[config.mk]
export PLATFORM = sky130hd
export DESIGN_NAME = compare8_arb
export DESIGN_NICKNAME = d
export VERILOG_FILES = /design/src/rtl/compare_pkg.sv /design/src/rtl/compare8.sv /design/src/rtl/compare8_arb.sv
export SDC_FILE = /design/constraint.sdc
export NUM_CORES = 1
export LEC_CHECK = 0
export ABC_AREA = 1
export BUFFER_PORTS_ARGS = -buffer_cell sky130_fd_sc_hd__buf_2
export CAP_MARGIN = 40
export CORE_MARGIN = 5
export CORE_UTILIZATION = 35
export CTS_BUF_LIST = sky130_fd_sc_hd__clkbuf_8
export DETAILED_ROUTE_END_ITERATION = 10
export PLACE_DENSITY = 0.62
export SKIP_CTS_REPAIR_TIMING = 1
export SYNTH_ARGS = -nofsm -noshare
export SYNTH_HDL_FRONTEND = slang
export SYNTH_SLANG_ARGS = --single-unit
[constraint.sdc]
create_clock -name clock -period 1.9 [get_ports clock]
set_input_delay 0.095 -clock clock [delete_from_list [all_inputs] [get_ports clock]]
set_output_delay 0.095 -clock clock [all_outputs]
set_load 0.005 [all_outputs]
[src/rtl/compare_pkg.sv]
// compare_pkg: shared state encoding and sizing for the compare8 arbiter
package compare_pkg;
  localparam int CMP_W = 8;
  localparam int N_REQ_DEF = 4;
  typedef enum logic [1:0] {IDLE = 2'd0, CMP = 2'd1, ACK = 2'd2} state_t;
endpackage

[src/rtl/compare8.sv]
// compare8: unsigned magnitude comparator, one-hot gt/lt/eq
module compare8
  import compare_pkg::*;
(
  input  logic [CMP_W-1:0] a,
  input  logic [CMP_W-1:0] b,
  output logic             re,
  output logic             reb,
  output logic             eq
);
  assign re  = a > b;
  assign reb = a < b;
  assign eq  = a == b;
endmodule

[src/rtl/compare8_arb.sv]
// compare8_arb: round-robin sharing of one compare8 among N_REQ requesters
module compare8_arb
  import compare_pkg::*;
#(
  parameter int N_REQ = N_REQ_DEF,
  parameter int ID_W  = $clog2(N_REQ)
) (
  input  logic                   clock,
  input  logic                   rst_n,
  input  logic [N_REQ-1:0]       req,
  input  logic [CMP_W*N_REQ-1:0] a_bus,
  input  logic [CMP_W*N_REQ-1:0] b_bus,
  output logic [N_REQ-1:0]       ack,
  output logic                   res_gt,
  output logic                   res_lt,
  output logic                   res_eq,
  output logic [ID_W-1:0]        res_id,
  output logic                   busy
);
  state_t            state, state_n;
  logic [ID_W-1:0]   ptr, cur_id, win;
  logic [CMP_W-1:0]  op_a, op_b;
  logic              grant, done, re, reb, eq;

  function automatic logic [ID_W-1:0] rr_pick(input logic [N_REQ-1:0] r, input logic [ID_W-1:0] p);
    logic [ID_W-1:0] w;
    logic            found;
    int              k;
    w = '0;
    found = 1'b0;
    for (int i = 0; i < N_REQ; i++) begin
      k = (int'(p) + i) % N_REQ;
      if (!found && r[k]) begin
        w = ID_W'(k);
        found = 1'b1;
      end
    end
    return w;
  endfunction

  assign win  = rr_pick(req, ptr);
  assign busy = state != IDLE;

  compare8 u_cmp (.a(op_a), .b(op_b), .re(re), .reb(reb), .eq(eq));

  // State register
  always_ff @(posedge clock or negedge rst_n)
    if (!rst_n) state <= IDLE;
    else state <= state_n;

  // Next state: grant only from IDLE, CMP always closes into ACK, everything else returns to IDLE
  always_comb begin
    grant   = state == IDLE && |req;
    done    = state == CMP;
    state_n = grant ? CMP : done ? ACK : IDLE;
  end

  // Operand latch, pointer advance, result registers and the one-cycle ack pulse
  always_ff @(posedge clock or negedge rst_n)
    if (!rst_n) begin
      op_a   <= '0;
      op_b   <= '0;
      cur_id <= '0;
      ptr    <= '0;
      res_gt <= 1'b0;
      res_lt <= 1'b0;
      res_eq <= 1'b0;
      res_id <= '0;
      ack    <= '0;
    end else begin
      if (grant) begin
        op_a   <= a_bus[CMP_W*win +: CMP_W];
        op_b   <= b_bus[CMP_W*win +: CMP_W];
        cur_id <= win;
        ptr    <= win == ID_W'(N_REQ - 1) ? '0 : win + 1'b1;
      end
      if (done) begin
        res_gt <= re;
        res_lt <= reb;
        res_eq <= eq;
        res_id <= cur_id;
      end
      ack <= done ? N_REQ'(1) << cur_id : '0;
    end
endmodule

# Word level (Yosys, flattened, before mapping)
# Index checks and enable logic that the tools add are counted.
[totals] in_bits=70 wordCells=64 register_bits=31 output_inout_bits=10
[op_classes] n_reduce_logical=13 bitwise_logic=3 n_eq_ne=3 n_mux=22 n_shift=3 n_lt_le_gt_ge=6 addsub=4
[ops] op="32-bit by 6-bit variable part select with 8-bit output" n=2
[ops] op="2-bit 2-to-1 mux" n=7
[ops] op="3-bit by 4-bit < comparator with 1-bit output (second input constant)" n=3
[ops] op="1-bit 2-to-1 mux" n=10
[ops] op="1-bit binary-select mux with 2-bit select" n=4
[ops] op="8-bit == test" n=1
[ops] op="8-bit greater-than comparator" n=1
[ops] op="8-bit < comparator" n=1
[ops] op="2-bit OR reduction" n=3
[ops] op="2-bit by 1-bit adder with 2-bit output (second input constant)" n=2
[ops] op="2-bit adder (second input constant)" n=2
[ops] op="1-bit logical AND" n=4
[ops] op="4-bit 2-to-1 mux" n=1
[ops] op="4-bit OR reduction" n=1
[ops] op="1-bit by 2-bit << shifter with 4-bit output (first input constant)" n=1
[ops] op="1-bit AND (first input constant)" n=3
[ops] op="1-bit zero test" n=3
[ops] op="2-bit by 3-bit < comparator with 1-bit output (second input constant)" n=1
[ops] op="2-bit by 1-bit == test with 1-bit output (second input constant)" n=1
[ops] op="2-bit == test (second input constant)" n=1
[ops] op="2-bit zero test" n=1
[ops] op="2-bit nonzero test" n=1

# Logic depth before layout (Yosys ltp)
[depth] depth_word=16 depth_mapped=17 depth_no_buf=15

# Hierarchy
# From an unflattened synthesis, not the netlist that was laid out.
[hier_totals] hier_cells=393 area_unflattened_um2=2513.7
[by_module_without_submodules] module="compare8_arb" seq_area_each_um2=775.7 instances=1 area_each_um2=2269.7 cells_per_inst=355
[by_module_without_submodules] module="compare8" seq_area_each_um2=0.0 instances=1 area_each_um2=244.0 cells_per_inst=38

# Worst setup path before layout
# No wires, ideal clock.
[synth_path] path_kind="register to register" from="reg ptr[0]" to="reg op_a[4]" setup_slack_ns=0.186 stages_incl_launch_ff=17 setup_ns=0.117 t_required_ns=1.783 arrival_ns=1.597 n_path_buf=2 synth_period_minus_slack_ns=1.714 path_cell_list="dfrtp_1 buf_6 inv_4 nand2_1 nand2_1 nand2_2 nand2_4 nand2_1 nand2_1 nand2_1 nand2_2 buf_2 nand3_1 nand3_1 nand2_1 nand2_1 nand2_1"
[synth_via] elab_chain_len=13 word_cells_on_any_way=28 cone_classes="add/sub (3); shift (1); mux (18); reduce/logical (6)"
[synth_rtl] item="from (decl)" line="compare8_arb.sv:21" text="logic [ID_W-1:0] ptr, cur_id, win;"
[synth_rtl] item="from (signal assigned)" line="compare8_arb.sv:75" text="ptr <= win == ID_W'(N_REQ - 1) ? '0 : win + 1'b1;"
[synth_rtl] item="2-bit by 1-bit adder with 2-bit output or 1-bit binary-select mux with 2-bit select (tied branches)" line="compare8_arb.sv:32, compare8_arb.sv:33"
[synth_rtl] item="1-bit binary-select mux with 2-bit select or 1-bit 2-to-1 mux (tied branches)" line="compare8_arb.sv:33" text="if (!found && r[k]) begin"
[synth_rtl] item="1-bit 2-to-1 mux (not written as such)" line="compare8_arb.sv:33"
[synth_rtl] item="1-bit 2-to-1 mux (not written as such) or 1-bit zero test (tied branches)" line="compare8_arb.sv:33"
[synth_rtl] item="1-bit logical AND" line="compare8_arb.sv:33"
[synth_rtl] item="1-bit 2-to-1 mux" line="compare8_arb.sv:33"
[synth_rtl] item="1-bit zero test" line="compare8_arb.sv:33"
[synth_rtl] item="1-bit logical AND" line="compare8_arb.sv:33"
[synth_rtl] item="1-bit 2-to-1 mux" line="compare8_arb.sv:33"
[synth_rtl] item="1-bit zero test" line="compare8_arb.sv:33"
[synth_rtl] item="1-bit logical AND" line="compare8_arb.sv:33"
[synth_rtl] item="2-bit 2-to-1 mux (*)" line="compare8_arb.sv:33"
[synth_rtl] item="32-bit by 6-bit variable part select with 8-bit output (*)" line="compare8_arb.sv:72" text="op_a <= a_bus[CMP_W*win +: CMP_W];"
[synth_rtl] item="to (signal assigned)" line="compare8_arb.sv:72"
[synth_rtl] item="to (decl)" line="compare8_arb.sv:22" text="logic [CMP_W-1:0] op_a, op_b;"
# Mark *: on every way between the ends. The rest lies on a longest branch, timed or not. The select of a mux whose other input is x is not followed.
# A chain may end at the register's enable or synchronous reset.

# Worst setup path after layout
[layout_path] from="reg ptr[0]" to="reg ptr[1]"
[layout_via] elab_chain_len=14 word_cells_on_any_way=30 cone_classes="add/sub (4); eq/ne (1); mux (19); reduce/logical (6)"
[layout_rtl] item="2-bit by 1-bit adder with 2-bit output or 1-bit binary-select mux with 2-bit select (tied branches)" line="compare8_arb.sv:32, compare8_arb.sv:33"
[layout_rtl] item="1-bit binary-select mux with 2-bit select or 1-bit 2-to-1 mux (tied branches)" line="compare8_arb.sv:33"
[layout_rtl] item="1-bit 2-to-1 mux (not written as such)" line="compare8_arb.sv:33"
[layout_rtl] item="1-bit 2-to-1 mux (not written as such) or 1-bit zero test (tied branches)" line="compare8_arb.sv:33"
[layout_rtl] item="1-bit logical AND" line="compare8_arb.sv:33"
[layout_rtl] item="1-bit 2-to-1 mux" line="compare8_arb.sv:33"
[layout_rtl] item="1-bit zero test" line="compare8_arb.sv:33"
[layout_rtl] item="1-bit logical AND" line="compare8_arb.sv:33"
[layout_rtl] item="1-bit 2-to-1 mux" line="compare8_arb.sv:33"
[layout_rtl] item="1-bit zero test" line="compare8_arb.sv:33"
[layout_rtl] item="1-bit logical AND" line="compare8_arb.sv:33"
[layout_rtl] item="2-bit 2-to-1 mux (*)" line="compare8_arb.sv:33"
[layout_rtl] item="2-bit by 1-bit adder with 2-bit output or 2-bit == test (tied branches)" line="compare8_arb.sv:75"
[layout_rtl] item="2-bit 2-to-1 mux (*)" line="compare8_arb.sv:75"
# Marked as above.

==> flow_metrics.tcl <==
set metrics [dict create \
    status "complete, but fails checks" \
    violations "setup timing" \
    yosysSeqAreaShare_pct 31.5 \
    drt_iter0_drc 160 \
    synth_adder_area_share_pct 4.07 \
    worst-endpoint-arrival_ps 2160 \
    power_per_cell_area_mw_per_mm2 2150 \
    wirelength_um 6730 \
    design.core.area_mm2 0.00683 \
    slew_violations 0 \
    via_per_inst 4.44 \
    initial_core_util_pct 36.0 \
    fin_area_mm2 0.00338 \
    cp.required_ps 2100 \
    grt_usage_pct 14.1 \
    gp_congestion 0.859 \
    grt_pass1_vias 2472 \
    clock_sinks 31 \
    crit_path_end_kind "register" \
    path_clk_slew_ps 60 \
    synth.avg_cell_area_um2 6.28 \
    setup_viol 17 \
    hpwl_um 4860 \
    finalPower_uw 7280 \
    slew_headroom_pct 55.9 \
    cts-htree-levels 2 \
    clk_path_buf_depth 2 \
    peakVddDrop_v 0.000759 \
    path_class "register to register" \
    synth_compound_area_share_pct 2.90 \
    timing.final.crit_share_pct 103 \
    tns_ps -421 \
    seq_area_um2 778 \
    route.detailed.drc 0 \
    cts-buffers-inserted 5 \
    grt_pass1_wl_um 10300 \
    worst_pin_slew_ps 661 \
    ys_warn_count 0 \
    setup_slack_ps -62.5 \
    cts_root_buffer "clkbuf_8" \
    clkPwrFrac_pct 7.7 \
    io_buffers 79 \
    use_met2_pct 21.2 \
    diodes 0 \
    syn_to_final_growth_pct 37.6 \
    layout.cells.non_filler 590 \
    crit_fanout 8 \
    synth_area_mm2 0.00246 \
    boundaryPins 80 \
    grt_use_met1_pct 20.4 \
    ys_ff_latch 31 \
    synth_top_family_by_area "simple AND/OR/NAND/NOR gates" \
    p_switching_uw 3570 \
    p_seq_share_pct 16.3 \
    p_int_uw 3710 \
    grt-busiest-layer "met2" \
    setup.worst_path.start_class "register" \
    nets 571 \
    antenna_left 0 \
    sw_frac_of_total_pct 49.1 \
    synthXorXnorAreaFrac_pct 0 \
    p_leak_uw 0.00213 \
    hold_violations 0 \
    rows 30 \
    yosys-mux-area-fraction_pct 0 \
    dieArea_mm2 0.00881 \
    cap_violations 0 \
    first_pass_iters 4 \
    rsz0062_at_grt "yes" \
    yosys.area_share.simple_pct 43.0 \
    num_vias 2618 \
    antenna_found_initial 0 \
    multi_input_area_mm2 0.00133 \
    ys_types 27 \
    post-place-ws_ps -31.0 \
    placed_cells 566 \
    dpl_cell_area_mm2 0.00300 \
    syn-instance-count 392 \
    fmax_mhz 510 \
    insertion_delay_ps 290 \
    die_y_um 93.8 \
    syn_nets 470 \
    cts_tree "done" \
    grtUsageMet3_pct 2.24 \
    p_comb_share_pct 75.9 \
    period_needed_ps 1960 \
    grt_max_degree 33 \
    hp-class "input pin to register" \
    fillCellCount 723 \
    post_drt_wl_per_cell_um 11.4 \
    skew_ps 6.24 \
    overflow 0 \
    drive_gt1_share_pct 30.2 \
    die_w_um 93.8 \
]
==> critical path, stage by stage (launching register included) <==
cell,delay (ps)
dfrtp_2,470
inv_4,120
nand2_1,80
nand2_2,100
nand2_2,70
nand2_4,100
nand2_1,60
nand2_1,80
nand2_2,70
nand2_4,150
nand2_8,90
buf_4,140
buf_4,130
nand2_4,60
nand3_1,60
o211ai_1,80
==> placed cells by master, fill, tap and decap left out, drive strengths merged <==
cell         count
nand2          148
buf            106
inv             90
nand3           71
dfrtp           31
nor2            12
ha               8
clkbuf           8
o21ai            5
a21oi            3
nand4            3
o211ai           2
clkinv           2
nor3             1
and3             1
o21a             1
a22o             1
dlygate4sd3      1
==> cell type report <==
cell class                      count  area share (%)
Multi-Input combinational cell    256            39.4
Sequential cell                    31            23.0
Timing Repair Buffer              108            20.4
Inverter                           90            10.4
Tap cell                           96            3.55
Clock buffer                        7            2.85
Timing Repair inverter              1           0.333
Clock inverter                      1           0.111
==> sequential cells by signal, summed over array words and instances, names as in the netlist <==
signal / flops
op_a: 8
op_b: 8
ack: 4
cur_id: 2
ptr: 2
res_id: 2
state: 2
res_eq: 1
res_gt: 1
res_lt: 1
==> final timing paths <==
path / from / endpoint / slack (ps) / cells after the start
max: ptr[0] / ptr[1] / -60 / 15
min: a_bus[27] / op_a[3] / 200 / 7
max reg2reg: ptr[0] / ptr[1] / -60 / 15
min reg2reg: res_id[0] / res_id[0] / 470 / 2
max in group asynchronous: rst_n / ptr[1] / 1060 / 2
min in group asynchronous: rst_n / op_a[7] / 380 / 2
==> power groups by stage <==
stage	clock, µW	sequential (µW)	combinational, µW
floorplan	0	1140	3360
global placement	0	1190	4380
detailed placement	0	1190	4450
CTS	574	1180	4460
global route	597	1230	6200
finish	563	1190	5530
==> cell usage after synthesis <==
master | number | share of area [%]
nand2_1 | 137 | 21
a21oi_1 | 3 | 0.61
o211ai_1 | 2 | 0.61
buf_2 | 6 | 1.2
nor2_2 | 1 | 0.25
inv_1 | 85 | 13
buf_6 | 5 | 2.3
clkbuf_1 | 3 | 0.46
and3_1 | 1 | 0.25
nand4_2 | 1 | 0.51
nor2_8 | 1 | 0.81
inv_4 | 2 | 0.51
ha_1 | 8 | 4.1
o21ai_0 | 5 | 1.0
nand3_1 | 69 | 14
nand4_1 | 2 | 0.51
nor3_1 | 1 | 0.20
buf_4 | 2 | 0.61
inv_2 | 2 | 0.31
dfrtp_1 | 31 | 32
nor2_1 | 10 | 1.5
o21a_1 | 1 | 0.31
clkinv_1 | 1 | 0.15
nand2_4 | 3 | 1.4
nand3_2 | 2 | 0.81
a22o_1 | 1 | 0.36
nand2_2 | 7 | 1.8
==> metal layers <==
layer  wire length [µm]  up-vias
met2               3020       82
met4                 87        0
met1               3260     1142
met5                  0        -
met3                370       10
li1                   -     1384
==> metrics by stage <==
step	utilization [%]	hold WS (ps)
6_report	49.5	197
5_1_grt	49.5	236
4_1_cts	45.4	-133
2_1_floorplan	-	-201
3_3_place_gp	43.9	171
3_5_place_dp	43.9	174
==> cells by family after synthesis <==
group / count (synthesis)
and+or+nand+nor: 235
buffers and inverters: 106
DFF: 31
AOI/OAI and AO/OA: 12
adders and majority gates: 8
(Power assumes the default switching activity.)
